==> config.mk <==
export PLATFORM = sky130hd
export DESIGN_NAME = sseg_mux_display
export DESIGN_NICKNAME = d
export VERILOG_FILES = /design/src/rtl/sseg_mux_display.sv
export SDC_FILE = /design/constraint.sdc
export NUM_CORES = 1
export LEC_CHECK = 0
export CAP_MARGIN = 5
export CORE_MARGIN = 2
export CORE_UTILIZATION = 50
export DETAILED_ROUTE_END_ITERATION = 16
export GPL_TIMING_DRIVEN = 1
export MAX_ROUTING_LAYER = met4
export PLACE_DENSITY = 0.76
export SLEW_MARGIN = 0
export SYNTH_ARGS = -nofsm -noshare
export SYNTH_HDL_FRONTEND = slang
export SYNTH_SLANG_ARGS = --single-unit
==> constraint.sdc <==
create_clock -name clk -period 2.4 [get_ports clk]
set_input_delay 0.48 -clock clk [delete_from_list [all_inputs] [get_ports clk]]
set_output_delay 0.48 -clock clk [all_outputs]
set_load 0.02 [all_outputs]
==> src/rtl/sseg_mux_display.sv <==
// Time-multiplexed hex seven-segment driver with anti-ghost blanking,
// leading-zero suppression, per-digit decimal points and frame-synchronous updates.
module sseg_mux_display #(
    parameter int unsigned DIGITS         = 4,
    parameter int unsigned DATA_WIDTH     = 16,
    parameter int unsigned REFRESH_DIV    = 50000,
    parameter int unsigned BLANK_CYCLES   = 500,
    parameter bit          SEG_ACTIVE_LOW = 1'b1,
    parameter bit          DIG_ACTIVE_LOW = 1'b1
) (
    input  logic                  clk,
    input  logic                  reset,
    input  logic [DATA_WIDTH-1:0] value,
    input  logic                  load,
    input  logic [DIGITS-1:0]     dp_mask,
    input  logic                  enable,
    input  logic                  lz_blank,
    output logic [7:0]            sseg_indicator,
    output logic [DIGITS-1:0]     digits,
    output logic                  frame_done
);

    localparam int unsigned PRE_W = (REFRESH_DIV > 1) ? $clog2(REFRESH_DIV) : 1;
    localparam int unsigned IDX_W = (DIGITS > 1) ? $clog2(DIGITS) : 1;
    localparam int unsigned NIB_W = 4 * DIGITS;

    localparam logic [PRE_W-1:0]  PRE_LAST  = PRE_W'(REFRESH_DIV - 1);
    localparam logic [PRE_W-1:0]  BLANK_END = PRE_W'(BLANK_CYCLES);
    localparam logic [IDX_W-1:0]  IDX_LAST  = IDX_W'(DIGITS - 1);
    localparam logic [7:0]        SEG_OFF   = SEG_ACTIVE_LOW ? 8'hFF : 8'h00;
    localparam logic [DIGITS-1:0] DIG_OFF   = DIG_ACTIVE_LOW ? {DIGITS{1'b1}} : {DIGITS{1'b0}};

    logic [PRE_W-1:0]  prescaler;
    logic [IDX_W-1:0]  index;
    logic [NIB_W-1:0]  shadow;
    logic [NIB_W-1:0]  active;
    logic [DIGITS-1:0] dp_shadow;
    logic [DIGITS-1:0] dp_active;

    logic              slot_end_c;
    logic              frame_end_c;
    logic [3:0]        nib_c;
    logic              dp_c;
    logic              blank_c;
    logic              upper_zero_c;
    logic              lit_c;
    logic [7:0]        seg_on_c;
    logic [DIGITS-1:0] dig_on_c;
    logic [7:0]        sseg_next_c;
    logic [DIGITS-1:0] digits_next_c;

    // Active-high glyph, bit0=a .. bit6=g
    function automatic logic [6:0] hex_glyph(input logic [3:0] n);
        logic [6:0] g;
        case (n)
            4'h0: g = 7'h3F;
            4'h1: g = 7'h06;
            4'h2: g = 7'h5B;
            4'h3: g = 7'h4F;
            4'h4: g = 7'h66;
            4'h5: g = 7'h6D;
            4'h6: g = 7'h7D;
            4'h7: g = 7'h07;
            4'h8: g = 7'h7F;
            4'h9: g = 7'h6F;
            4'hA: g = 7'h77;
            4'hB: g = 7'h7C;
            4'hC: g = 7'h39;
            4'hD: g = 7'h5E;
            4'hE: g = 7'h79;
            default: g = 7'h71;
        endcase
        return g;
    endfunction

    assign slot_end_c  = (prescaler == PRE_LAST);
    assign frame_end_c = slot_end_c && (index == IDX_LAST);

    // Select the current digit's nibble/dp and decide leading-zero suppression,
    // scanning from the most significant digit down.
    always_comb begin
        nib_c        = 4'h0;
        dp_c         = 1'b0;
        blank_c      = 1'b0;
        upper_zero_c = 1'b1;
        for (int k = DIGITS - 1; k >= 0; k--) begin
            upper_zero_c = upper_zero_c & (active[4*k +: 4] == 4'h0);
            if (IDX_W'(k) == index) begin
                nib_c   = active[4*k +: 4];
                dp_c    = dp_active[k];
                blank_c = lz_blank && (k != 0) && upper_zero_c;
            end
        end
    end

    always_comb begin
        lit_c         = enable && (prescaler >= BLANK_END);
        seg_on_c      = {dp_c, blank_c ? 7'h00 : hex_glyph(nib_c)};
        dig_on_c      = DIGITS'(1) << index;
        sseg_next_c   = SEG_OFF;
        digits_next_c = DIG_OFF;
        if (lit_c) begin
            sseg_next_c   = SEG_ACTIVE_LOW ? ~seg_on_c : seg_on_c;
            digits_next_c = DIG_ACTIVE_LOW ? ~dig_on_c : dig_on_c;
        end
    end

    always_ff @(posedge clk) begin
        if (reset) begin
            prescaler      <= '0;
            index          <= '0;
            shadow         <= '0;
            active         <= '0;
            dp_shadow      <= '0;
            dp_active      <= '0;
            frame_done     <= 1'b0;
            sseg_indicator <= SEG_OFF;
            digits         <= DIG_OFF;
        end else begin
            prescaler <= slot_end_c ? '0 : prescaler + PRE_W'(1);
            if (slot_end_c) begin
                index <= (index == IDX_LAST) ? '0 : index + IDX_W'(1);
            end
            // Frame boundary takes the pre-edge shadow; a coincident load lands next frame
            if (frame_end_c) begin
                active    <= shadow;
                dp_active <= dp_shadow;
            end
            if (load) begin
                shadow    <= NIB_W'(value);
                dp_shadow <= dp_mask;
            end
            frame_done     <= frame_end_c;
            sseg_indicator <= sseg_next_c;
            digits         <= digits_next_c;
        end
    end

endmodule
==> results of run 1 <==
layer usage:
layer,part of all wire,up-vias
li1,-,1279
met1,0.46,1146
met5,0,-
met4,0.023,0
met2,0.47,57
met3,0.045,13
layout make-up:
type / instances / area share
Clock buffer: 10 / 0.03414
Sequential cell: 71 / 0.3538
Inverter: 16 / 0.01583
Clock inverter: 6 / 0.02079
Tap cell: 77 / 0.02390
Timing Repair Buffer: 58 / 0.1307
Multi-Input combinational cell: 245 / 0.4209
flip-flops by register name, indices dropped and copies added (netlist names):
name            flops
dp_active           4
frame_done          1
sseg_indicator      8
shadow             16
index               2
active             16
dp_shadow           4
prescaler          16
digits              4
final timing paths:
path	endpoint	cells after the start
setup / recovery	sseg_indicator[3]	9
hold / removal	active[1]	2
setup reg to reg	sseg_indicator[3]	9
hold reg to reg	active[1]	2
critical path, delay by kind of cell (launching register included):
family	cells	cell delay [ns]
compound gates	1	0.32
fa+ha+maj	2	0.50
buf+inv	3	0.30
flops	1	0.36
mux	1	0.43
simple gates	2	0.31
per-stage QoR:
stage | utilization | instances | instance area (sq um) | power [mW] | hold slack (ns)
finish | 0.6460 | 483 | 4031 | 2.369 | 0.4598
global route | 0.6460 | 483 | 4031 | 2.466 | 0.4892
CTS | 0.6291 | 479 | 3926 | 2.401 | 0.4612
detailed placement | 0.5932 | 463 | 3702 | 1.354 | 0.4492
global placement | 0.5932 | 463 | 3702 | 1.351 | 0.4406
floorplan | - | 351 | 3216 | 1.302 | 0.4299
repair_timing:
action	CTS	global route
gates resized for setup	1	18
buffers inserted	0	4
endpoints found under the hold margin	0	0
endpoints found under the setup margin	2	2
pin swaps	0	4
where the power goes:
part	internal, mW	switching (mW)	total, mW
Sequential	1.20	0.0150	1.22
Clock	0.609	0.435	1.04
Combinational	0.0610	0.0478	0.109
synth_stat cells, types with 3 or more instances:
master,count,area [sq um]
mux2i_1,24,240.2
nor4_1,3,18.77
ha_1,11,137.6
nand3b_1,4,30.03
dfxtp_1,71,1421
a211oi_1,3,22.52
clkbuf_1,9,33.78
nor2_1,43,161.4
a21oi_1,4,20.02
a21oi_2,21,183.9
inv_1,16,60.06
nor3_1,7,35.03
xnor2_1,6,52.55
nand3_1,10,50.05
nor3b_1,3,22.52
o21ai_0,3,15.01
nand2b_1,3,18.77
buf_2,5,25.02
nand2_1,58,217.7
xor2_1,8,70.07
cells by family after synthesis:
logic type,synth area share
flops,0.4458
mux,0.08242
xor+xnor,0.03846
compound gates,0.1173
simple gates,0.2225
fa+ha+maj,0.04317
buf+inv,0.05023
==> reports/results.ini, run 1 <==
[setup_path]
reg2reg_setup_slack_ns = 0.07
crit_path_start = index[0]
cp-end-kind = register
required_ns = 2.64
r2r_start = index[0]
slowest_delay_ns = 0.43
cp_slowest_cell = mux4_2
crit_arrival_ns = 2.57
path_max_fanout = 6
worstPathCellList = clkinvlp_4 -> ha_4 -> nand3b_1 -> a221oi_2 -> inv_2 -> ha_4 -> inv_2 -> mux4_2 -> nand2b_4
criticalPathCategory = register to register
start_kind = register

[die]
io_pins = 38
core_sq_um = 6241
die_x_microns = 83.85
dieArea_sq_um = 7031
num_rows = 29
initial_core_util = 0.5108
die_h_microns = 83.85

[global_routing]
grt_max_degree = 45
antenna_found_initial = 0
grt_pass1_wl_microns = 11120
grt_use_met3 = 0.04847
first_global_vias = 2478
grt-ovfl-total = 0
use_met2 = 0.3185
grt_usage = 0.2017
met1_usage = 0.2428
busiest_layer = met2

[placed_design]
io_buffers = 37
place_worst_setup_slack_ns = -0.03618
dp_hpwl_microns = 4557
place.gp.congestion = 0.9336

[cells_and_area]
multi_input_area_sq_um = 1697
syn_to_final_growth_pct = 26.45
drive_gt1_frac = 0.2118
nNetsFinal = 437
mostFrequentLayoutCell = dfxtp_1
seqCellArea_sq_um = 1426
layout_common_cells = 69 x dfxtp_1, 58 x nand2_1, 43 x nor2_1, 36 x clkdlybuf4s50_1, 24 x mux2i_1
diodes = 0
fillers = 518

[clocking]
cts_htree_levels = 3
cts_hold_buffers = 0
clk_pin_slew_ns = 0.07
cts_buffer_depth = 2
cts_root_buffer = clkbuf_8
cts.sinks = 71
clock_latency_ns = 0.35
numCtsBuffers = 9
cts_tree = done

[yosys]
postSynthAreaPerCell_sq_um = 9.083
synth-seq-cells = 71
synth.distinct_cells = 49
ys.flop_type = dfxtp_1
synth_edf_count = 0
async_flop_share = 0
syn-num-nets = 387
syn_area_sq_um = 3188
yosysWarnings = 0
synth_cells = 351
seq_area_frac_synth = 0.4458

[sta]
worstMarginPinSlew_ns = 0.5686
grt_setup_unrepaired = yes
fin_setup_tns_ns = 0
hold_viol_final = 0
timing.fmax_mhz = 428.4
fin_crit_ns = 2.334
fin_skew_ns = 0.01096
finalMaxSlewViolations = 0
setup_violations = 0
slew_headroom = 0.6174
fin_crit_sh = 0.9727
setup_slack_ns = 0.06559

[routing]
route.vias.total = 2495
wirelength_microns = 6462
detail-route-antenna-nets = 0
drtIter0Drc = 100
wire_per_inst_microns = 13.38
drc = 0
drtPass1Iterations = 4
vias_per_cell = 5.166

[hold_path]
hold_class = register to register
holdCritStartpoint = active[1]

[status]
status = complete, no violations

[pwr]
ir_drop_mv = 0.3820
leakagePower_nw = 1.465
cellPowerDensity_nw_per_um2 = 587.6

[run]
maxCapViolations = 0

Power figures use the tool's default switching activity.
==> run 2: changes to the inputs <==
Settings changed: CELL_PAD_IN_SITES_DETAIL_PLACEMENT from default to 2, CELL_PAD_IN_SITES_GLOBAL_PLACEMENT from default to 2, CORE_UTILIZATION 50 to 31, PLACE_DENSITY 0.76 to default, PLACE_DENSITY_LB_ADDON from default to 0.1.
==> reports/results.ini, run 2 (same netlist as run 1, synthesis figures left out) <==
[routing]
wire_per_inst_microns = 15.03
wirelength_microns = 8144
route.vias.total = 2571
vias_per_cell = 4.744
detail-route-antenna-nets = 0
drtPass1Iterations = 4
drc = 0
drtIter0Drc = 44

[pwr]
power.share.sequential = 0.492
p_int_mw = 1.950
p_sw_uw = 518.8
total_power_mw = 2.469
sw_frac_of_total = 0.2101
leakagePower_nw = 1.463
ir_drop_mv = 0.3648
pwr-share-comb = 0.046
clkPwrFrac = 0.463
cellPowerDensity_nw_per_um2 = 601.3

[status]
status = complete, no violations

[hold_path]
min_path_cells = 2
hold_class = register to register
holdCritStartpoint = dp_shadow[3]
min_to = dp_active[3]

[cells_and_area]
largest_registers = active (16), prescaler (16), shadow (16)
mostFrequentLayoutCell = dfxtp_1
syn_to_final_growth_pct = 28.81
diodes = 0
drive_gt1_frac = 0.2044
layout_common_cells = 69 x dfxtp_1, 58 x nand2_1, 43 x nor2_1, 36 x clkdlybuf4s50_1, 24 x mux2i_1
nNetsFinal = 437
fillers = 1116
fin_cells = 542
post-route-util = 0.4050

[sta]
hold_viol_final = 0
slew_headroom = 0.6161
timing.fmax_mhz = 435.5
fin_crit_ns = 2.296
fin_crit_sh = 0.9567
fin_skew_ns = 0.008922
finalMaxSlewViolations = 0
worstMarginPinSlew_ns = 0.5707
whs_ns = 0.4677
setup_violations = 0
fin_setup_tns_ns = 0

[die]
dieArea_sq_um = 11110
die_x_microns = 105.4
io_pins = 38
num_rows = 37
initial_core_util = 0.3145
core_sq_um = 10140
die_h_microns = 105.4

[setup_path]
cpLargestDelayFamily = multiplexers
required_ns = 2.62
cp_slowest_cell = mux4_2
worst-path-buf-inv = 3
reg2reg_depth = 9
crit_arrival_ns = 2.52
path_max_fanout = 6
criticalPathCategory = register to register
crit_cells = 9
r2r_start = index[0]
crit_top_cell = inv_2
slowest_delay_ns = 0.45
worstPathCellList = inv_2 -> ha_4 -> nand3b_1 -> a221oi_2 -> inv_2 -> buf_4 -> ha_1 -> mux4_2 -> nand2b_1
reg2reg_setup_slack_ns = 0.10
reg2reg_to = sseg_indicator[3]
start_kind = register
cp-end-kind = register

[clocking]
clk_pin_slew_ns = 0.08
cts_tree = done
cts_htree_levels = 3
cts_buffer_depth = 2
numCtsBuffers = 9
cts.sinks = 71
cts_root_buffer = clkbuf_8
clock_latency_ns = 0.35

[placed_design]
numPlacedInstances = 523
place.gp.congestion = 0.7963
dp_hpwl_microns = 6007
io_buffers = 37

[global_routing]
first_global_vias = 2817
antenna_found_initial = 0
grt_pass1_wl_microns = 13800
grt-ovfl-total = 0
grt_usage = 0.1600
grt_max_degree = 24

[run]
maxCapViolations = 0

run 2: power groups by stage:
stage / combinational, mW / sequential (mW) / clock, mW
2_1_floorplan: 0.0627 / 1.24 / 0
3_5_place_dp: 0.116 / 1.24 / 0
5_1_grt: 0.126 / 1.22 / 1.24
4_1_cts: 0.116 / 1.22 / 1.18
6_report: 0.113 / 1.21 / 1.14
3_3_place_gp: 0.112 / 1.24 / 0
run 2: repair_timing:
item                                    4_1_cts  5_1_grt
pin swaps                                     1        5
cloned                                        0        0
endpoints found under the setup margin        2        2
setup buffers                                 0        3
hold buffers                                  0        0
gates resized for setup                       6       11
run 2: cell type report:
cell class                 instances  area, sq um  area share
timing repair buffer              58        523.0      0.1274
clock inverter                     6        108.9     0.02651
sequential                        71         1429      0.3480
tap                              136        170.2     0.04144
multi-input combinational        245         1688      0.4110
clock buffer                      10        127.6     0.03108
inverter                          16        60.06     0.01463
run 2: metrics by stage:
stage | setup WS, ns | area (sq um)
after floorplan | 0.01328 | 3216
after global placement | 0.03524 | 3784
after detailed placement | -0.08980 | 3784
after CTS | 0.007872 | 4029
after global routing | -0.01715 | 4106
final | 0.1040 | 4106
run 2: worst max-delay path by stage:
stage | startpoint | end | slack, ns
finish | index[0] | sseg_indicator[3] | 0.10
global route | index[0] | sseg_indicator[3] | -0.02
CTS | index[0] | sseg_indicator[3] | 0.008
detailed placement | index[0] | sseg_indicator[3] | -0.09
global placement | index[1] | sseg_indicator[3] | 0.04
floorplan | index[0] | sseg_indicator[3] | 0.01
run 2: routing by layer:
metal	wire length, microns	track usage	vias up	part of all wire
li1	-	-	1281	-
met3	202	0.03649	7	0.025
met1	3758	0.1895	1250	0.46
met5	0	-	-	0
met2	4108	0.2733	33	0.50
met4	74	0.04286	0	0.0091
run 2: worst min-delay path: stages, from the launching register on:
cell     delay (ns)
dfxtp_1        0.31
nand2_1        0.07
a21oi_2        0.05
